==> config.mk <==
export PLATFORM = sky130hd
export DESIGN_NAME = arcade_input_cond_flat
export DESIGN_NICKNAME = d
export VERILOG_FILES = /design/src/rtl/arcade_input_pkg.sv /design/src/rtl/arcade_input_cond_if.sv /design/src/rtl/arcade_input_cond_coin_pulser.sv /design/src/rtl/arcade_input_cond.sv /design/src/flat_wrapper.sv
export SDC_FILE = /design/constraint.sdc
export NUM_CORES = 1
export LEC_CHECK = 0
export ABC_AREA = 1
export BUFFER_PORTS_ARGS = -buffer_cell sky130_fd_sc_hd__buf_2
export CORE_MARGIN = 4
export CORE_UTILIZATION = 35
export CTS_CLUSTER_DIAMETER = 150
export DETAILED_ROUTE_END_ITERATION = 8
export MAX_ROUTING_LAYER = met4
export PLACE_DENSITY = 0.66
export SLEW_MARGIN = 20
export SYNTH_ARGS = -nofsm -noshare
export SYNTH_HDL_FRONTEND = slang
export SYNTH_SLANG_ARGS = --single-unit
==> constraint.sdc <==
create_clock -name clk_sys -period 1.91 [get_ports clk_sys]
set_input_delay 0.191 -clock clk_sys [delete_from_list [all_inputs] [get_ports clk_sys]]
set_output_delay 0.191 -clock clk_sys [all_outputs]
set_load 0.01 [all_outputs]
==> src/rtl/arcade_input_pkg.sv <==
// rtl/arcade_input_pkg.sv - scancodes, joystick indices, key latch types and coin FSM states
// Shared definitions for the arcade input conditioning stage.
package arcade_input_pkg;

   // Player 1 directions ignore the extended bit, so only [7:0] of these is compared
   localparam logic [8:0] SC_UP       = 9'h075;
   localparam logic [8:0] SC_DOWN     = 9'h072;
   localparam logic [8:0] SC_LEFT     = 9'h06B;
   localparam logic [8:0] SC_RIGHT    = 9'h074;
   localparam logic [8:0] SC_FIRE     = 9'h014;
   localparam logic [8:0] SC_BOMB     = 9'h029;
   localparam logic [8:0] SC_P2_UP    = 9'h02D;
   localparam logic [8:0] SC_P2_DOWN  = 9'h02B;
   localparam logic [8:0] SC_P2_LEFT  = 9'h023;
   localparam logic [8:0] SC_P2_RIGHT = 9'h034;
   localparam logic [8:0] SC_P2_FIRE  = 9'h01C;
   localparam logic [8:0] SC_P2_BOMB  = 9'h01B;
   localparam logic [8:0] SC_F1       = 9'h005;
   localparam logic [8:0] SC_1        = 9'h016;
   localparam logic [8:0] SC_F2       = 9'h006;
   localparam logic [8:0] SC_2        = 9'h01E;
   localparam logic [8:0] SC_5        = 9'h02E;
   localparam logic [8:0] SC_6        = 9'h036;
   localparam logic [8:0] SC_TEST     = 9'h02C;

   localparam int JOY_RIGHT  = 0;
   localparam int JOY_LEFT   = 1;
   localparam int JOY_DOWN   = 2;
   localparam int JOY_UP     = 3;
   localparam int JOY_FIRE   = 4;
   localparam int JOY_BOMB   = 5;
   localparam int JOY_START  = 6;
   localparam int JOY_START2 = 7;
   localparam int JOY_COIN   = 8;

   typedef enum logic [1:0] {IDLE, PULSE, HOLDOFF} coin_state_t;

   typedef struct packed {
      logic up;
      logic down;
      logic left;
      logic right;
      logic fire;
      logic bomb;
   } player_t;

   typedef struct packed {
      player_t p1;
      player_t p2;
      logic    f1;
      logic    one;
      logic    f2;
      logic    two;
      logic    c5;
      logic    c6;
      logic    test;
   } keys_t;

   function automatic player_t joy_player(input logic [15:0] j);
      return {j[JOY_UP], j[JOY_DOWN], j[JOY_LEFT], j[JOY_RIGHT], j[JOY_FIRE], j[JOY_BOMB]};
   endfunction

   function automatic player_t socd_clean(input player_t p, input logic en);
      player_t r;
      r = p;
      if (en && p.up && p.down) begin
         r.up   = 1'b0;
         r.down = 1'b0;
      end
      if (en && p.left && p.right) begin
         r.left  = 1'b0;
         r.right = 1'b0;
      end
      return r;
   endfunction

endpackage

==> src/rtl/arcade_input_cond_if.sv <==
// rtl/arcade_input_cond_if.sv - input sources and active-low button buses of the conditioning stage
// master is the platform/bench side, slave is the conditioning block.
interface arcade_input_cond_if;
   logic [10:0] ps2_key;
   logic [15:0] joystick_0;
   logic [15:0] joystick_1;
   logic        socd_en;
   logic [1:0]  but_coin_s;
   logic [1:0]  but_fire_s;
   logic [1:0]  but_bomb_s;
   logic [1:0]  but_tilt_s;
   logic [1:0]  but_select_s;
   logic [1:0]  but_up_s;
   logic [1:0]  but_down_s;
   logic [1:0]  but_left_s;
   logic [1:0]  but_right_s;

   modport master (
      output ps2_key, joystick_0, joystick_1, socd_en,
      input  but_coin_s, but_fire_s, but_bomb_s, but_tilt_s, but_select_s,
             but_up_s, but_down_s, but_left_s, but_right_s
   );

   modport slave (
      input  ps2_key, joystick_0, joystick_1, socd_en,
      output but_coin_s, but_fire_s, but_bomb_s, but_tilt_s, but_select_s,
             but_up_s, but_down_s, but_left_s, but_right_s
   );
endinterface

==> src/rtl/arcade_input_cond_coin_pulser.sv <==
// rtl/arcade_input_cond_coin_pulser.sv - coin request edge detect with fixed-width pulse and holdoff
// pulse_n is registered and goes low on the edge that accepts a coin.
module coin_pulser
   import arcade_input_pkg::*;
#(
   parameter int COIN_PULSE_CYC   = 4,
   parameter int COIN_HOLDOFF_CYC = 8,
   parameter int CNT_W            = 20
) (
   input  logic clk_sys,
   input  logic reset_n,
   input  logic req,
   output logic pulse_n
);
   coin_state_t      state;
   logic [CNT_W-1:0] cnt;
   logic             req_d;
   logic             rise;

   assign rise = req & ~req_d;

   // Edges seen outside IDLE are simply lost, so a held or bouncing coin gives one pulse
   always_ff @(posedge clk_sys or negedge reset_n) begin
      if (!reset_n) begin
         state   <= IDLE;
         cnt     <= '0;
         req_d   <= 1'b0;
         pulse_n <= 1'b1;
      end else begin
         req_d <= req;
         case (state)
            IDLE: begin
               if (rise) begin
                  state   <= PULSE;
                  cnt     <= CNT_W'(COIN_PULSE_CYC - 1);
                  pulse_n <= 1'b0;
               end
            end
            PULSE: begin
               if (cnt == '0) begin
                  state   <= HOLDOFF;
                  cnt     <= CNT_W'(COIN_HOLDOFF_CYC - 1);
                  pulse_n <= 1'b1;
               end else begin
                  cnt <= cnt - CNT_W'(1);
               end
            end
            HOLDOFF: begin
               if (cnt == '0) state <= IDLE;
               else           cnt   <= cnt - CNT_W'(1);
            end
            default: begin
               state   <= IDLE;
               pulse_n <= 1'b1;
            end
         endcase
      end
   end
endmodule

==> src/rtl/arcade_input_cond.sv <==
// rtl/arcade_input_cond.sv - keyboard decode, joystick merge, SOCD cleaning and coin shaping
// All button outputs are active-low and registered.
module arcade_input_cond
   import arcade_input_pkg::*;
#(
   parameter int COIN_PULSE_CYC   = 4,
   parameter int COIN_HOLDOFF_CYC = 8,
   parameter int CNT_W            = 20
) (
   input  logic clk_sys,
   input  logic reset_n,
   arcade_input_cond_if.slave bus
);
   logic       tog_d;
   logic       primed;
   logic       key_event;
   logic       pressed;
   logic [8:0] code;
   keys_t      keys;

   assign pressed   = bus.ps2_key[9];
   assign code      = bus.ps2_key[8:0];
   assign key_event = primed & (bus.ps2_key[10] ^ tog_d);

   // The first edge after reset only captures the toggle level, so a stale toggle is not an event
   always_ff @(posedge clk_sys or negedge reset_n) begin
      if (!reset_n) begin
         tog_d  <= 1'b0;
         primed <= 1'b0;
         keys   <= '0;
      end else begin
         tog_d  <= bus.ps2_key[10];
         primed <= 1'b1;
         if (key_event) begin
            case (code[7:0])
               SC_UP[7:0]:    keys.p1.up    <= pressed;
               SC_DOWN[7:0]:  keys.p1.down  <= pressed;
               SC_LEFT[7:0]:  keys.p1.left  <= pressed;
               SC_RIGHT[7:0]: keys.p1.right <= pressed;
               default: ;
            endcase
            case (code)
               SC_FIRE:     keys.p1.fire  <= pressed;
               SC_BOMB:     keys.p1.bomb  <= pressed;
               SC_P2_UP:    keys.p2.up    <= pressed;
               SC_P2_DOWN:  keys.p2.down  <= pressed;
               SC_P2_LEFT:  keys.p2.left  <= pressed;
               SC_P2_RIGHT: keys.p2.right <= pressed;
               SC_P2_FIRE:  keys.p2.fire  <= pressed;
               SC_P2_BOMB:  keys.p2.bomb  <= pressed;
               SC_F1:       keys.f1       <= pressed;
               SC_1:        keys.one      <= pressed;
               SC_F2:       keys.f2       <= pressed;
               SC_2:        keys.two      <= pressed;
               SC_5:        keys.c5       <= pressed;
               SC_6:        keys.c6       <= pressed;
               SC_TEST:     keys.test     <= pressed;
               default: ;
            endcase
         end
      end
   end

   player_t p1;
   player_t p2;
   player_t p1_c;
   player_t p2_c;
   logic    start1;
   logic    start2;
   logic    coin_req;

   always_comb begin
      p1       = player_t'(keys.p1 | joy_player(bus.joystick_0));
      p2       = player_t'(keys.p2 | joy_player(bus.joystick_1));
      p1_c     = socd_clean(p1, bus.socd_en);
      p2_c     = socd_clean(p2, bus.socd_en);
      start1   = keys.f1 | keys.one | bus.joystick_0[JOY_START];
      start2   = keys.f2 | keys.two | bus.joystick_0[JOY_START2] | bus.joystick_1[JOY_START];
      coin_req = keys.c5 | keys.c6 | bus.joystick_0[JOY_COIN] | bus.joystick_1[JOY_COIN];
   end

   logic [1:0] fire_q, bomb_q, select_q, up_q, down_q, left_q, right_q;

   always_ff @(posedge clk_sys or negedge reset_n) begin
      if (!reset_n) begin
         fire_q   <= 2'b11;
         bomb_q   <= 2'b11;
         select_q <= 2'b11;
         up_q     <= 2'b11;
         down_q   <= 2'b11;
         left_q   <= 2'b11;
         right_q  <= 2'b11;
      end else begin
         fire_q   <= ~{p2_c.fire,  p1_c.fire};
         bomb_q   <= ~{p2_c.bomb,  p1_c.bomb};
         select_q <= ~{start2,     start1};
         up_q     <= ~{p2_c.up,    p1_c.up};
         down_q   <= ~{p2_c.down,  p1_c.down};
         left_q   <= ~{p2_c.left,  p1_c.left};
         right_q  <= ~{p2_c.right, p1_c.right};
      end
   end

   logic coin_n;

   coin_pulser #(
      .COIN_PULSE_CYC  (COIN_PULSE_CYC),
      .COIN_HOLDOFF_CYC(COIN_HOLDOFF_CYC),
      .CNT_W           (CNT_W)
   ) u_coin (
      .clk_sys(clk_sys),
      .reset_n(reset_n),
      .req    (coin_req),
      .pulse_n(coin_n)
   );

   assign bus.but_coin_s   = {1'b1, coin_n};
   assign bus.but_tilt_s   = 2'b11;
   assign bus.but_fire_s   = fire_q;
   assign bus.but_bomb_s   = bomb_q;
   assign bus.but_select_s = select_q;
   assign bus.but_up_s     = up_q;
   assign bus.but_down_s   = down_q;
   assign bus.but_left_s   = left_q;
   assign bus.but_right_s  = right_q;

   logic unused_bits;
   assign unused_bits = &{1'b0, bus.joystick_0[15:9], bus.joystick_1[15:9],
                          bus.joystick_1[JOY_START2], keys.test};
endmodule

==> src/flat_wrapper.sv <==
// flat-port wrapper written by rule: the top's interface ports become plain ports
module arcade_input_cond_flat import arcade_input_pkg::*;
#(
   parameter int COIN_PULSE_CYC   = 4,
   parameter int COIN_HOLDOFF_CYC = 8,
   parameter int CNT_W            = 20
)
  (clk_sys, reset_n, bus_ps2_key, bus_joystick_0, bus_joystick_1, bus_socd_en, bus_but_coin_s, bus_but_fire_s, bus_but_bomb_s, bus_but_tilt_s, bus_but_select_s, bus_but_up_s, bus_but_down_s, bus_but_left_s, bus_but_right_s);
  arcade_input_cond_if bus_i ();
  input  logic clk_sys;
  input  logic reset_n;
  input wire logic [$bits(bus_i.ps2_key)-1:0] bus_ps2_key;
  input wire logic [$bits(bus_i.joystick_0)-1:0] bus_joystick_0;
  input wire logic [$bits(bus_i.joystick_1)-1:0] bus_joystick_1;
  input wire logic [$bits(bus_i.socd_en)-1:0] bus_socd_en;
  output wire logic [$bits(bus_i.but_coin_s)-1:0] bus_but_coin_s;
  output wire logic [$bits(bus_i.but_fire_s)-1:0] bus_but_fire_s;
  output wire logic [$bits(bus_i.but_bomb_s)-1:0] bus_but_bomb_s;
  output wire logic [$bits(bus_i.but_tilt_s)-1:0] bus_but_tilt_s;
  output wire logic [$bits(bus_i.but_select_s)-1:0] bus_but_select_s;
  output wire logic [$bits(bus_i.but_up_s)-1:0] bus_but_up_s;
  output wire logic [$bits(bus_i.but_down_s)-1:0] bus_but_down_s;
  output wire logic [$bits(bus_i.but_left_s)-1:0] bus_but_left_s;
  output wire logic [$bits(bus_i.but_right_s)-1:0] bus_but_right_s;
  assign bus_i.ps2_key = bus_ps2_key;
  assign bus_i.joystick_0 = bus_joystick_0;
  assign bus_i.joystick_1 = bus_joystick_1;
  assign bus_i.socd_en = bus_socd_en;
  assign bus_but_coin_s = bus_i.but_coin_s;
  assign bus_but_fire_s = bus_i.but_fire_s;
  assign bus_but_bomb_s = bus_i.but_bomb_s;
  assign bus_but_tilt_s = bus_i.but_tilt_s;
  assign bus_but_select_s = bus_i.but_select_s;
  assign bus_but_up_s = bus_i.but_up_s;
  assign bus_but_down_s = bus_i.but_down_s;
  assign bus_but_left_s = bus_i.but_left_s;
  assign bus_but_right_s = bus_i.but_right_s;
  arcade_input_cond #(.COIN_PULSE_CYC(COIN_PULSE_CYC), .COIN_HOLDOFF_CYC(COIN_HOLDOFF_CYC), .CNT_W(CNT_W)) u_core (.clk_sys(clk_sys), .reset_n(reset_n), .bus(bus_i));
endmodule
# --- Yosys cells after proc, flatten, opt, wreduce, memory -nomap -nowiden ---
# Index checks and enable logic that the tools add are counted.
totals:
  reg_bits: 58
  input_bits: 46
  out_inout_bits: 18
op_classes:
  n_bitwise: 22
  reduce_logical: 32
  eq_ne: 24
  add_sub_neg: 1
  muxes: 15
ops:
  columns: ["op", "n"]
  rows:
  - ["equality test 9 x 6 -> 1 bit, second input constant", 7]
  - ["2-to-1 mux 20 bit", 3]
  - ["case mux 20 bit (3 select lines)", 1]
  - ["equality test 9 x 5 -> 1 bit, second input constant", 5]
  - ["AND reduction 2 bit", 18]
  - ["equality test 8 x 7 -> 1 bit, second input constant", 4]
  - ["logical NOT 20 bit", 1]
  - ["subtractor 20 x 1 -> 20 bit, second input constant", 1]
  - ["equality test 9 x 3 -> 1 bit, second input constant", 2]
  - ["2-to-1 mux 2 bit", 7]
  - ["NOT 2 bit", 7]
  - ["bitwise OR 6 bit", 2]
  - ["AND reduction 3 bit", 3]
  - ["logical AND 1 bit", 8]
  - ["inequality test 2 bit, second input constant", 4]
  - ["bitwise OR 1 bit", 8]
  - ["case mux 2 bit (3 select lines)", 1]
  - ["case mux 1 bit (3 select lines)", 1]
  - ["nonzero test 3 bit", 1]
  - ["AND 1 bit", 2]
  - ["equality test 2 x 1 -> 1 bit, second input constant", 1]
  - ["equality test 2 bit, second input constant", 1]
  - ["logical NOT 2 bit", 1]
  - ["2-to-1 mux 1 bit", 2]
  - ["other kinds (2)", 3]

# --- Logic depth before layout (Yosys ltp) ---
depth:
  word_depth: 6
  mapped_depth: 10
  mapped_depth_nobuf: 9

# --- Hierarchy ---
# From an unflattened synthesis, not the netlist that was laid out.
hier_totals:
  cells_unflattened: 475
  hier_area_um2: 3434.5
modules_own_cells:
  columns: ["module", "seq_area_each_um2", "area_each_um2", "n_inst", "cells_per_inst"]
  rows:
  - ["coin_pulser", 601.8, 1795.5, 1, 267]
  - ["arcade_input_cond", 868.3, 1639.1, 1, 208]

# --- Worst setup path after synthesis ---
# Ideal clock, no wire load.
synth_timing:
  kind: "flip-flop to flip-flop"
  startpoint: "register u_core.u_coin.cnt[0]"
  endpoint: "register u_core.u_coin.cnt[7]"
  required_ps: 1793
  stages_incl_launch_ff: 11
  t_arrival_ps: 1396
  synth_period_minus_slack_ps: 1512
  setup_time_ps: 117
  setup_slack_ps: 398
  path_cell_list: "dfrtp_1 > inv_1 > ha_1 > nand2_1 > nor2_2 > nand3_2 > a21oi_4 > nor2_4 > buf_6 > nand2_1 > nand2_1"
synth_between:
  elab_chain_cells: 3
synth_lines:
  columns: ["element", "line_no", "text"]
  rows:
  - ["start: declaration", "arcade_input_cond_coin_pulser.sv:16", "logic [CNT_W-1:0] cnt;"]
  - ["start signal: assignment", "arcade_input_cond_coin_pulser.sv:35", "cnt <= CNT_W'(COIN_PULSE_CYC - 1);"]
  - ["start signal: assignment", "arcade_input_cond_coin_pulser.sv:42", "cnt <= CNT_W'(COIN_HOLDOFF_CYC - 1);"]
  - ["start signal: assignment", "arcade_input_cond_coin_pulser.sv:45", "cnt <= cnt - CNT_W'(1);"]
  - ["subtractor 20 x 1 -> 20 bit / logical NOT 20 bit (equally long branches)", null, null]
  - ["2-to-1 mux 20 bit (tied with other cells)", "arcade_input_cond_coin_pulser.sv:49", "if (cnt == '0) state <= IDLE;"]
  - ["case mux 20 bit (3 select lines) / AND reduction 3 bit (equally long branches)", null, null]
# Several ways; a longest one is shown, not always the timed one. The select of a mux whose other input is x is not followed.
# A chain may end at the register's enable or synchronous reset.

# --- Final worst setup path ---
layout_timing:
  startpoint: "input port bus_ps2_key[10]"
  endpoint: "register u_core.keys[15] (netlist name)"
layout_between:
  elab_chain_cells: 3
layout_lines:
  columns: ["element", "line_no", "text"]
  rows:
  - ["start: declaration", "flat_wrapper.sv:12", "input wire logic [$bits(bus_i.ps2_key)-1:0] bus_ps2_key;"]
  - ["bitwise XOR 1 bit", "arcade_input_cond.sv:23", "assign key_event = primed & (bus.ps2_key[10] ^ tog_d);"]
  - ["AND 1 bit", "arcade_input_cond.sv:23", null]
  - ["AND reduction 2 bit (no source line)", null, null]
  - ["end: declaration", "arcade_input_cond.sv:19", "keys_t keys;"]
# Every way passes these cells.

==> results.md <==
- Gr usage total: 0.146
- Post-synth top area share: 0.350
- Crit path required time: 2.13 ns
- Hold buffer count at CTS: 10
- Register bit total from synthesis: 58
- ANT cells: 0
- Grt ovf: 0
- Synth Flop Type: dfrtp_1
- Top-count cell post-synth: nand2_1
- Cell family with most CP delay: simple AND/OR/NAND/NOR gates
- Largest net degree at the start of global routing: 41
- Clk_lat worst skew: 0.34 ns
- Setup Skew: 0.00731 ns
- Crit path max fanout: 11
- Largest vdd supply drop: 498 uV
- Setup TNS Final: 0 ns
- Drt via density: 4.77
- CP Capture Type: register
- Seq/Total Area, Yosys: 0.478
- CP arrival: 1.92 ns
- Hold_sp: bus_joystick_0[0]
- Avg Cell Area, Syn: 8.09 sq um
- CTS root buf: clkbuf_8
- Fmax achieved: 591 MHz
- Final period utilization: 0.886
- Largest cells by area after synthesis: dfrtp_1 35%, dfstp_2 13%, nand2_1 11%
- H-tree level count: 3
- Leakage power: 1.90 nW
- Ys Warns: 0
- R2R cell count: 7
- Startpoint types: primary input
- Layout Utilization: 0.440
- IO Pins: 64
- CTS tree: yes
- Count of final setup violators: 0
- Area growth, synth to finish: 19.9%
- Fraction of registers with async set/reset: 1.00
- Hold path cells: 2
- Dpl cells: 527
- CP cell instances: dlygate4sd3_1 > buf_2 > nand2_1 > nand3_1 > nor3_1 > mux2_2
- Number of synthesized flops with an enable pin: 0
- R2R Setup Slk: 0.23 ns
- Antenna violations before repair: 0
- Die area: 10300 sq um
- Core Rows: 33
- Drt drc: 0
- Fin. max-slew vios: 0
- IO buf count: 45
- Largest stage delay, worst path: 0.53 ns
- Minimum clock period: 1.69 ns
- Setup Fix Bufs, Post-CTS: 0
- Cell taking the most area after synthesis: dfrtp_1
- Share of post-route cells with drive strength above 1: 0.203
- Worst-path clk slew: 0.07 ns
- DR pass1 iterations: 4
- Capture point of the worst reg-to-reg path: u_core.u_coin.cnt[7]
- WS Path Type: in -> reg
- Reg2reg start: u_core.u_coin.state[0]
- First-pass GRT wire length: 11700 um
- DR vias: 2638
- Post-Syn Instances: 380
- Vias in the first global route: 2629
- Synth cell types: 30
- Critical path buffers and inverters: 2
- Core area: 8380 sq um
- GPL Wtd Cong: 0.826
- First DRT Iteration DRCs: 125
- Cell area after synthesis: 3070 sq um
- Worst min path class: in -> reg
- Power Density: 1460 nW/um^2
- Critical path's slowest cell: dlygate4sd3_1
- Final non-filler cell total: 553
- Max Cap Viol: 0
- WL/cell: 12.0 um
- Post-Route WL: 6640 um
- Synth top cells by count: 92 x nand2_1, 47 x nor2_1, 43 x dfrtp_1
- Die W: 102 um
- Hold path endpoint: u_core.bus.but_right_s[0]
- Clk buf depth: 2
- Final Hold Viols: 0
- CTS buffer count: 9
- Clock Sinks: 58
- Antenna Nets Post-Route: 0
- Layout net count: 496
- Initial Util: 0.367
- Run status: complete, no violations
- Die height: 102 um
- CTS resizes: 0
- Dpl hpwl: 4920 um
- RSZ-0062 raised after global routing: false
## how the worst max path moves through the flow
stage | startpoint | cells after the start | to
finish | bus_ps2_key[10] | 6 | u_core.keys[15]
global route | bus_ps2_key[10] | 10 | u_core.keys[13]
CTS | u_core.u_coin.state[0] | 7 | u_core.u_coin.cnt[7]
detailed placement | u_core.u_coin.state[0] | 7 | u_core.u_coin.cnt[5]
global placement | u_core.u_coin.state[0] | 7 | u_core.u_coin.cnt[18]
floorplan | u_core.u_coin.cnt[0] | 10 | u_core.u_coin.cnt[7]
## power by group
group	leakage [nW]	internal (W)	switching [W]	total (W)
combinational	1.08	0.000989	0.00166	0.00265
clock	0.0818	0.000475	0.000534	0.00101
sequential	0.732	0.00149	0.000243	0.00174
total	1.90	0.00296	0.00244	0.00539
## kinds of logic (layout without fill, tap and decap cells)
| family | count (synthesis) | in the layout | share of synthesized area |
|---|---|---|---|
| fa+ha+maj | 7 | 7 | 0.0285 |
| xor+xnor | 15 | 15 | 0.0427 |
| compound gates | 55 | 55 | 0.0985 |
| flops | 58 | 58 | 0.478 |
| simple gates | 194 | 194 | 0.274 |
| other cells | 1 | 4 | 0.00122 |
| mux | 2 | 2 | 0.00733 |
| buf+inv | 48 | 113 | 0.0696 |
## worst register-to-register path: stages (launching register included)
cell and delay [ns]:
dfrtp_1 0.38, inv_1 0.10, ha_1 0.24, a21oi_1 0.23, nand3_1 0.16, nor2_4 0.32
nand2_1 0.11, nand2_1 0.08
## final cells by class
type	instances	area, sq um
fillers	843	4690
inverters	39	146
multi-input cells	277	1400
clock buffers	9	124
clock inverters	7	53.8
well taps	105	131
flip-flops and latches	58	1470
repair buffers	58	360
## layout by cell type (no fill, tap or decap), types with 2 or more instances in the layout
master | synthesis | final
nor2_2 | 2 | 2
ha_1 | 7 | 7
nand2_2 | 2 | 2
nor2_4 | 3 | 3
clkinv_4 | 0 | 2
nor3_1 | 12 | 12
xnor2_1 | 4 | 4
xor2_1 | 11 | 11
clkinvlp_4 | 0 | 3
clkbuf_8 | 0 | 9
a31oi_1 | 6 | 6
buf_4 | 5 | 2
a21oi_1 | 14 | 14
conb_1 | 1 | 4
nand2_1 | 92 | 92
nand4_1 | 7 | 7
nor4_1 | 5 | 5
dfstp_2 | 15 | 15
dfrtp_1 | 43 | 43
o21ai_1 | 3 | 3
nor2_1 | 47 | 47
nand3_1 | 22 | 22
inv_1 | 39 | 39
buf_2 | 0 | 45
o21ai_0 | 28 | 28
mux2_2 | 2 | 2
dlygate4sd3_1 | 0 | 10
## routing by layer
metal / GRT usage / vias to the layer above / share of wire
met5: - / - / 0
met4: 0.0297 / 0 / 0.0047
met3: 0.0468 / 3 / 0.055
met2: 0.249 / 70 / 0.50
met1: 0.170 / 1212 / 0.44
li1: - / 1353 / -
## through the flow
step	setup slack (ns)	cell area, sq um	power, W	hold slack (ns)
after floorplan	0.398	3090	0.00386	-0.105
after global placement	0.307	3410	0.00433	0.176
after detailed placement	0.261	3410	0.00440	0.179
after CTS	0.220	3690	0.00546	0.00179
after global routing	0.0436	3690	0.00598	0.0114
final	0.218	3690	0.00539	0.0224
## registers in the layout, indices dropped and copies added (netlist names), 2 cells and up
register / flops
u_core.keys: 18
u_core.bus.but_right_s: 2
u_core.bus.but_fire_s: 2
u_core.u_coin.cnt: 20
u_core.bus.but_bomb_s: 2
u_core.u_coin.state: 2
u_core.bus.but_left_s: 2
u_core.bus.but_up_s: 2
u_core.bus.but_down_s: 2
u_core.bus.but_select_s: 2
No activity file was read; power rests on OpenSTA's default activity.
